===== src/rtl/riscv_core_div_ctrl.sv =====
// Sequencing controller for the iterative divider: request handshake, divider enable,
// flush-safe draining and tagged writeback. Optional fast path under `DIV_FASTPATH_EN`.
module riscv_core_div_ctrl #(
  parameter int unsigned XLEN  = 64,
  parameter int unsigned TAG_W = 5
) (
  input  logic             i_div_ctrl_clk,
  input  logic             i_div_ctrl_rstn,
  input  logic             i_div_ctrl_valid,
  output logic             o_div_ctrl_ready,
  input  logic [XLEN-1:0]  i_div_ctrl_srcA,
  input  logic [XLEN-1:0]  i_div_ctrl_srcB,
  input  logic [1:0]       i_div_ctrl_control,
  input  logic             i_div_ctrl_isword,
  input  logic [TAG_W-1:0] i_div_ctrl_rd,
  input  logic             i_div_ctrl_flush,
  output logic             o_div_ctrl_busy,
  output logic [XLEN-1:0]  o_div_ctrl_div_srcA,
  output logic [XLEN-1:0]  o_div_ctrl_div_srcB,
  output logic [1:0]       o_div_ctrl_div_control,
  output logic             o_div_ctrl_div_isword,
  output logic             o_div_ctrl_div_en,
  input  logic             i_div_ctrl_div_done,
  input  logic [XLEN-1:0]  i_div_ctrl_div_result,
  output logic             o_div_ctrl_wb_valid,
  input  logic             i_div_ctrl_wb_ready,
  output logic [TAG_W-1:0] o_div_ctrl_wb_rd,
  output logic [XLEN-1:0]  o_div_ctrl_wb_result
);

  typedef enum logic [1:0] {StIdle, StRun, StDrain, StWb} state_e;

  state_e           state_q, state_d;
  logic [XLEN-1:0]  srca_q, srcb_q;
  logic [1:0]       control_q;
  logic             isword_q;
  logic [TAG_W-1:0] rd_q;
  logic [XLEN-1:0]  result_q, result_d;
  logic             accept;
  logic             fast_hit;
  logic [XLEN-1:0]  fast_result;

  assign accept = (state_q == StIdle) & i_div_ctrl_valid & ~i_div_ctrl_flush;

`ifdef DIV_FASTPATH_EN
  logic            b_zero, ovf, is_rem, is_signed;
  logic [XLEN-1:0] a_ext;

  // Divide-by-zero and signed overflow have fixed architectural results.
  always_comb begin
    is_rem    = i_div_ctrl_control[1];
    is_signed = ~i_div_ctrl_control[0];
    a_ext     = i_div_ctrl_isword ?
                {{(XLEN-32){i_div_ctrl_srcA[31]}}, i_div_ctrl_srcA[31:0]} : i_div_ctrl_srcA;
    if (i_div_ctrl_isword) begin
      b_zero = (i_div_ctrl_srcB[31:0] == 32'd0);
      ovf    = is_signed & (i_div_ctrl_srcA[31:0] == 32'h8000_0000) &
               (i_div_ctrl_srcB[31:0] == 32'hFFFF_FFFF);
    end else begin
      b_zero = (i_div_ctrl_srcB == '0);
      ovf    = is_signed & (i_div_ctrl_srcA == {1'b1, {(XLEN-1){1'b0}}}) &
               (i_div_ctrl_srcB == '1);
    end
    fast_hit = b_zero | ovf;
    if (b_zero) fast_result = is_rem ? a_ext : '1;
    else        fast_result = is_rem ? '0 : a_ext;
  end
`else
  assign fast_hit    = 1'b0;
  assign fast_result = '0;
`endif

  always_comb begin
    state_d  = state_q;
    result_d = result_q;
    unique case (state_q)
      StIdle: begin
        if (accept) begin
          if (fast_hit) begin
            state_d  = StWb;
            result_d = fast_result;
          end else begin
            state_d = StRun;
          end
        end
      end
      StRun: begin
        if (i_div_ctrl_flush) begin
          state_d = i_div_ctrl_div_done ? StIdle : StDrain;
        end else if (i_div_ctrl_div_done) begin
          state_d  = StWb;
          result_d = i_div_ctrl_div_result;
        end
      end
      // Keep the divider enabled until it finishes; its result is thrown away.
      StDrain: if (i_div_ctrl_div_done) state_d = StIdle;
      StWb:    if (i_div_ctrl_flush | i_div_ctrl_wb_ready) state_d = StIdle;
      default: state_d = StIdle;
    endcase
  end

  always_ff @(posedge i_div_ctrl_clk or negedge i_div_ctrl_rstn) begin
    if (!i_div_ctrl_rstn) begin
      state_q   <= StIdle;
      srca_q    <= '0;
      srcb_q    <= '0;
      control_q <= '0;
      isword_q  <= 1'b0;
      rd_q      <= '0;
      result_q  <= '0;
    end else begin
      state_q  <= state_d;
      result_q <= result_d;
      if (accept) begin
        srca_q    <= i_div_ctrl_srcA;
        srcb_q    <= i_div_ctrl_srcB;
        control_q <= i_div_ctrl_control;
        isword_q  <= i_div_ctrl_isword;
        rd_q      <= i_div_ctrl_rd;
      end
    end
  end

  always_comb begin
    o_div_ctrl_ready    = (state_q == StIdle);
    o_div_ctrl_busy     = (state_q != StIdle);
    o_div_ctrl_div_en   = (state_q == StRun) | (state_q == StDrain);
    o_div_ctrl_wb_valid = (state_q == StWb);
  end

  assign o_div_ctrl_div_srcA    = srca_q;
  assign o_div_ctrl_div_srcB    = srcb_q;
  assign o_div_ctrl_div_control = control_q;
  assign o_div_ctrl_div_isword  = isword_q;
  assign o_div_ctrl_wb_rd       = rd_q;
  assign o_div_ctrl_wb_result   = result_q;

endmodule


===== config.mk =====
export PLATFORM = sky130hd
export DESIGN_NAME = riscv_core_div_ctrl
export DESIGN_NICKNAME = d
export VERILOG_FILES = /design/src/rtl/riscv_core_div_ctrl.sv
export SDC_FILE = /design/constraint.sdc
export NUM_CORES = 1
export LEC_CHECK = 0
export BUFFER_PORTS_ARGS = -buffer_cell sky130_fd_sc_hd__buf_2
export CORE_AREA = 3 3 157 159
export CTS_BUF_LIST = sky130_fd_sc_hd__clkbuf_8 sky130_fd_sc_hd__clkbuf_16
export DETAILED_ROUTE_END_ITERATION = 8
export DIE_AREA = 0 0 160 162
export HOLD_SLACK_MARGIN = 0.06
export PLACE_DENSITY_LB_ADDON = 0.08
export SETUP_SLACK_MARGIN = 0.05
export SYNTH_ARGS = -nofsm -noshare
export SYNTH_HDL_FRONTEND = slang
export SYNTH_SLANG_ARGS = --single-unit

===== constraint.sdc =====
create_clock -name i_div_ctrl_clk -period 2.08 [get_ports i_div_ctrl_clk]
set_input_delay 0.416 -clock i_div_ctrl_clk [delete_from_list [all_inputs] [get_ports i_div_ctrl_clk]]
set_output_delay 0.416 -clock i_div_ctrl_clk [all_outputs]
set_load 0.05 [all_outputs]

==> results of run 1 <==
[timing repair]
item,in CTS,in global routing
setup endpoints to repair,2,2
pin swaps,0,0
hold buffers,1,0
gates resized for setup,3,1
hold endpoints to repair,50,0
[cell usage in the layout, fill, tap and decap left out]
| cell type | n |
|---|---|
| mux2_2 | 161 |
| nand2_1 | 3 |
| buf_2 | 407 |
| a21oi_1 | 2 |
| clkbuf_16 | 25 |
| a31oi_1 | 1 |
| ha_4 | 1 |
| o31ai_1 | 1 |
| o21ai_0 | 3 |
| bufinv_16 | 3 |
| nand2b_1 | 3 |
| dlygate4sd3_1 | 1 |
| clkbuf_8 | 5 |
| nand4_1 | 1 |
| clkinv_2 | 4 |
| inv_1 | 11 |
| diode_2 | 1 |
| nor2b_2 | 1 |
| buf_12 | 6 |
| inv_2 | 1 |
| nand2_8 | 1 |
| dfrtp_1 | 202 |
| mux2_4 | 40 |
| nand3_2 | 1 |
| ha_1 | 3 |
| buf_4 | 10 |
[stage by stage]
step | instance area [sq um] | cells
6_report | 11100 | 1217
5_1_grt | 11100 | 1217
4_1_cts | 11100 | 1216
3_5_place_dp | 10300 | 1171
3_3_place_gp | 10300 | 1171
2_1_floorplan | 7760 | 448
[critical path, cell delays in order (launching register included)]
cell	delay, ns
dfrtp_1	0.39
inv_1	0.10
ha_4	0.20
inv_1	0.13
buf_4	0.23
[state kept, by name, indices dropped and copies added, names as in the netlist]
name                    count
o_div_ctrl_div_isword       1
o_div_ctrl_div_control      2
state_q                     2
o_div_ctrl_wb_result       64
o_div_ctrl_div_srcA        64
o_div_ctrl_wb_rd            5
o_div_ctrl_div_srcB        64
[synthesized netlist by cell type]
master	number
dfrtp_1	202
mux2_2	161
mux2_4	40
buf_2	15
buf_6	5
ha_1	4
inv_1	4
nand2_1	3
nand2b_1	3
o21ai_0	3
a21oi_1	2
a31oi_1	1
nand2_2	1
nand3_2	1
nand4_1	1
nor2b_2	1
o31ai_1	1
[cell type report]
cell class	count	area, sq um
fillers	2167	12300
repair buffers	425	2260
diodes	1	2.50
well taps	319	399
inverters	4	15.0
flip-flops and latches	202	5050
clock buffers	29	681
clock inverters	15	140
multi-input cells	222	2590
[logic make-up (layout without fill, tap and decap cells)]
logic type	after synthesis	in the layout	share of synthesized area (%)
flops	202	202	65.1
mux	201	201	31.1
buf+inv	24	473	1.89
simple gates	10	10	0.790
compound gates	7	7	0.500
fa+ha+maj	4	4	0.645
other cells	0	1	0
[worst paths after layout]
| check | to | slack, ns | cells past startpoint |
|---|---|---|---|
| worst max-delay path | o_div_ctrl_busy | 0.12 | 4 |
| worst min-delay path | o_div_ctrl_div_srcB[56] | 0.14 | 2 |
| worst max register to register | o_div_ctrl_div_srcA[12] | 0.35 | 5 |
| worst min register to register | o_div_ctrl_div_srcA[51] | 0.50 | 1 |
| max in group asynchronous | o_div_ctrl_div_srcA[32] | 0.89 | 3 |
| min in group asynchronous | o_div_ctrl_wb_result[30] | 0.44 | 2 |
[metal layers]
layer  routed length (um)  vias up
met1                 8020     2632
met3                 1980       42
met4                  514        2
met5                   13        -
met2                11300      258
li1                     -     2435
==> impl_metrics.json, run 1 <==
{
  "status": "completed",
  "synth_area_sq_mm": 0.00776,
  "met3_usage_pct": 5.41,
  "drive_above_1_share_pct": 74.2,
  "grt_max_degree": 65,
  "critPathLaunchType": "flip-flop",
  "rsz0062_at_grt": "false",
  "cp-startpoint": "state_q[1]",
  "min_period_over_period_pct": 94.2,
  "cts_buffer_depth": 3,
  "wl_per_cell_um": 17.9,
  "die_area_sq_mm": 0.0259,
  "setup_viol": 0,
  "setup_tns_ns": 0,
  "dp_slack_ns": 0.191,
  "clock_sinks": 202,
  "final_util_pct": 47.6,
  "cts_tree": "done",
  "required_ns": 1.66,
  "cp_max_fo": 4,
  "slew_headroom_pct": 66.3,
  "drv_cap": 0,
  "final-hold-violation-count": 0,
  "fp.coreArea_sq_mm": 0.0234,
  "ys_seq_area_share_pct": 65.1,
  "ioPinCount": 410,
  "num-nets-final": 1089,
  "portBuffers": 409,
  "grt_most_used_layer": "met2",
  "viasPerCell": 4.41,
  "holdCritStartpoint": "i_div_ctrl_srcB[56]",
  "grtUsageMet2_pct": 28.8,
  "worstReg2RegStart": "state_q[1]",
  "die_h_um": 162,
  "critPathArrivalTime_ns": 1.54,
  "path_clk_slew_ns": 0.06,
  "num_vias": 5369,
  "gr-total-overflow": 0,
  "cts-htree-levels": 1,
  "yosys_warnings": 0,
  "ant_nets": 0,
  "clock_latency_ns": 0.50,
  "die_w_um": 160,
  "drtIter0Drc": 164,
  "ys_ff_latch": 202,
  "dp_hpwl_mm": 16.4,
  "gr-usage-met1_pct": 17.9,
  "finalWirelength_mm": 21.8,
  "antenna_found_initial": 2,
  "end_kind": "output pin",
  "fmax_ghz": 0.510,
  "worstSetupPathType": "reg -> out",
  "synth_top_area_share_pct": 65.1,
  "fin_skew_ns": 0.00987,
  "tightestPinTransition_ns": 0.506,
  "initial_core_util_pct": 33.2,
  "gp_congestion": 0.823,
  "placement_rows": 56,
  "holdCritPathClass": "in -> reg",
  "yosys-top-cells-area": "dfrtp_1 65%, mux2_2 23%, mux2_4 7.7%",
  "syn_inst": 448,
  "layout-area-overhead-vs-synth_pct": 43.4,
  "drv_slew": 0,
  "cts_setup_buffers": 0,
  "drc": 0,
  "period_minus_slack_ns": 1.96,
  "grt_pass1_wl_mm": 33.1,
  "finalHoldWorstSlack_ns": 0.139,
  "cts_made_buffers": 24,
  "grt_pass1_vias": 5886,
  "yosysTopAreaCell": "dfrtp_1",
  "grt.total_usage_pct": 16.0,
  "syn_area_per_cell_sq_um": 17.3,
  "clockRootBuffer": "clkbuf_16",
  "setup_ws_ns": 0.120,
  "dr.pass1.iters": 4,
  "synth_nets": 658,
  "yosysUniqueCellTypes": 17
}
Power of run 1 is left out: the tool's default activity adds up to more than one toggle a clock period on the data nets, which glitch-free logic cannot reach.
==> inputs of run 2 (changes only) <==
--- a/config.mk
+++ b/config.mk
@@ -11,7 +11,6 @@
 export DETAILED_ROUTE_END_ITERATION = 8
 export DIE_AREA = 0 0 160 162
 export HOLD_SLACK_MARGIN = 0.06
-export PLACE_DENSITY_LB_ADDON = 0.08
 export SETUP_SLACK_MARGIN = 0.05
 export SYNTH_ARGS = -nofsm -noshare
 export SYNTH_HDL_FRONTEND = slang
==> impl_metrics.json, run 2 (synthesis results as in run 1) <==
{
  "initial_core_util_pct": 33.2,
  "end_kind": "output pin",
  "tightestPinTransition_ns": 0.470,
  "placement_rows": 56,
  "drive_above_1_share_pct": 74.5,
  "critPathArrivalTime_ns": 1.52,
  "gr-total-overflow": 0,
  "min_period_over_period_pct": 93.2,
  "grt_pass1_vias": 5596,
  "most-common-layout-cells": "406 x buf_2, 202 x dfrtp_1, 161 x mux2_2",
  "slowest_delay_ns": 0.40,
  "final_cell_area_sq_mm": 0.0111,
  "cp-startpoint": "state_q[1]",
  "layout-area-overhead-vs-synth_pct": 42.7,
  "die_area_sq_mm": 0.0259,
  "fmax_ghz": 0.516,
  "clockRootBuffer": "clkbuf_16",
  "period_minus_slack_ns": 1.94,
  "clock_latency_ns": 0.50,
  "die_h_um": 162,
  "fin_skew_ns": 0.00726,
  "worstSetupPathType": "reg -> out",
  "antenna_found_initial": 0,
  "setup_tns_ns": 0,
  "crit_path_top_delay_cell": "dfrtp_1",
  "critPathLaunchType": "flip-flop",
  "finalWirelength_mm": 20.3,
  "cts-htree-levels": 1,
  "drtIter0Drc": 169,
  "rsz0062_at_grt": "false",
  "rrSetupSlack_ns": 0.39,
  "cts_made_buffers": 22,
  "holdCritStartpoint": "i_div_ctrl_srcB[33]",
  "setup_viol": 0,
  "ant_nets": 0,
  "drc": 0,
  "dpl_cell_area_sq_mm": 0.0103,
  "portBuffers": 409,
  "drv_slew": 0,
  "grt.total_usage_pct": 14.9,
  "dr.pass1.iters": 6,
  "holdCritPathClass": "in -> reg",
  "final-hold-violation-count": 0,
  "num-nets-final": 1086,
  "cts_tree": "done",
  "status": "completed",
  "dp_hpwl_mm": 15.4,
  "grt_pass1_wl_mm": 31.1,
  "wl_per_cell_um": 16.8,
  "slew_headroom_pct": 68.6,
  "required_ns": 1.66,
  "path_clk_slew_ns": 0.06,
  "cts_setup_buffers": 0,
  "worstReg2RegStart": "state_q[1]",
  "ioPinCount": 410,
  "cts_buffer_depth": 3,
  "diodes": 0,
  "drv_cap": 0,
  "gp_congestion": 0.748,
  "viasPerCell": 4.36,
  "final_common_cell": "buf_2",
  "cp_max_fo": 4,
  "die_w_um": 160,
  "clock_sinks": 202,
  "crit_chain": "inv_1 > ha_4 > buf_2",
  "fp.coreArea_sq_mm": 0.0234,
  "num_vias": 5271,
  "grt_max_degree": 65
}
-- run 2: worst paths after layout --
kind | end | cells after the start
worst max-delay path | o_div_ctrl_div_en | 3
worst min-delay path | o_div_ctrl_div_srcB[33] | 2
worst max register to register | o_div_ctrl_wb_result[1] | 5
worst min register to register | o_div_ctrl_wb_result[22] | 1
max in group asynchronous | o_div_ctrl_div_srcA[17] | 3
min in group asynchronous | o_div_ctrl_div_srcB[31] | 2
-- run 2: per-layer routing --
layer	track usage (%)	vias up	routed length, um
met2	27.1	238	10500
met5	0	-	0
met3	4.82	27	1730
met4	3.79	0	486
met1	17.0	2580	7590
li1	-	2426	-
-- run 2: timing repair --
| item | CTS | global route |
|---|---|---|
| endpoints found under the hold margin | 45 | 0 |
| resized for setup | 3 | 2 |
| endpoints found under the setup margin | 2 | 3 |
| hold buffers | 1 | 0 |
-- run 2: area by class of cell --
cell class	count	area, sq um
well taps	319	399
flip-flops and latches	202	5050
fillers	2209	12300
inverters	4	15.0
multi-input cells	222	2590
clock buffers	31	686
clock inverters	6	25.0
repair buffers	424	2310
-- run 2: through the flow --
stage | worst slack [ns] | cells | hold WS [ns] | utilization (%)
4_1_cts | 0.0312 | 1208 | 0.119 | 47.3
2_1_floorplan | 0.127 | 448 | 0.120 | -
6_report | 0.141 | 1208 | 0.145 | 47.4
5_1_grt | 0.0617 | 1208 | 0.126 | 47.4
3_5_place_dp | 0.304 | 1170 | 0.429 | 44.2
3_3_place_gp | 0.348 | 1170 | 0.427 | 44.2
-- run 2: critical path, delay by kind of cell (launching register included) --
family | cells | cell delay [ns]
flip-flops | 1 | 0.40
buffers and inverters | 2 | 0.36
adder cells (fa/ha/maj) | 1 | 0.27
Power of run 2 is left out for the same reason.
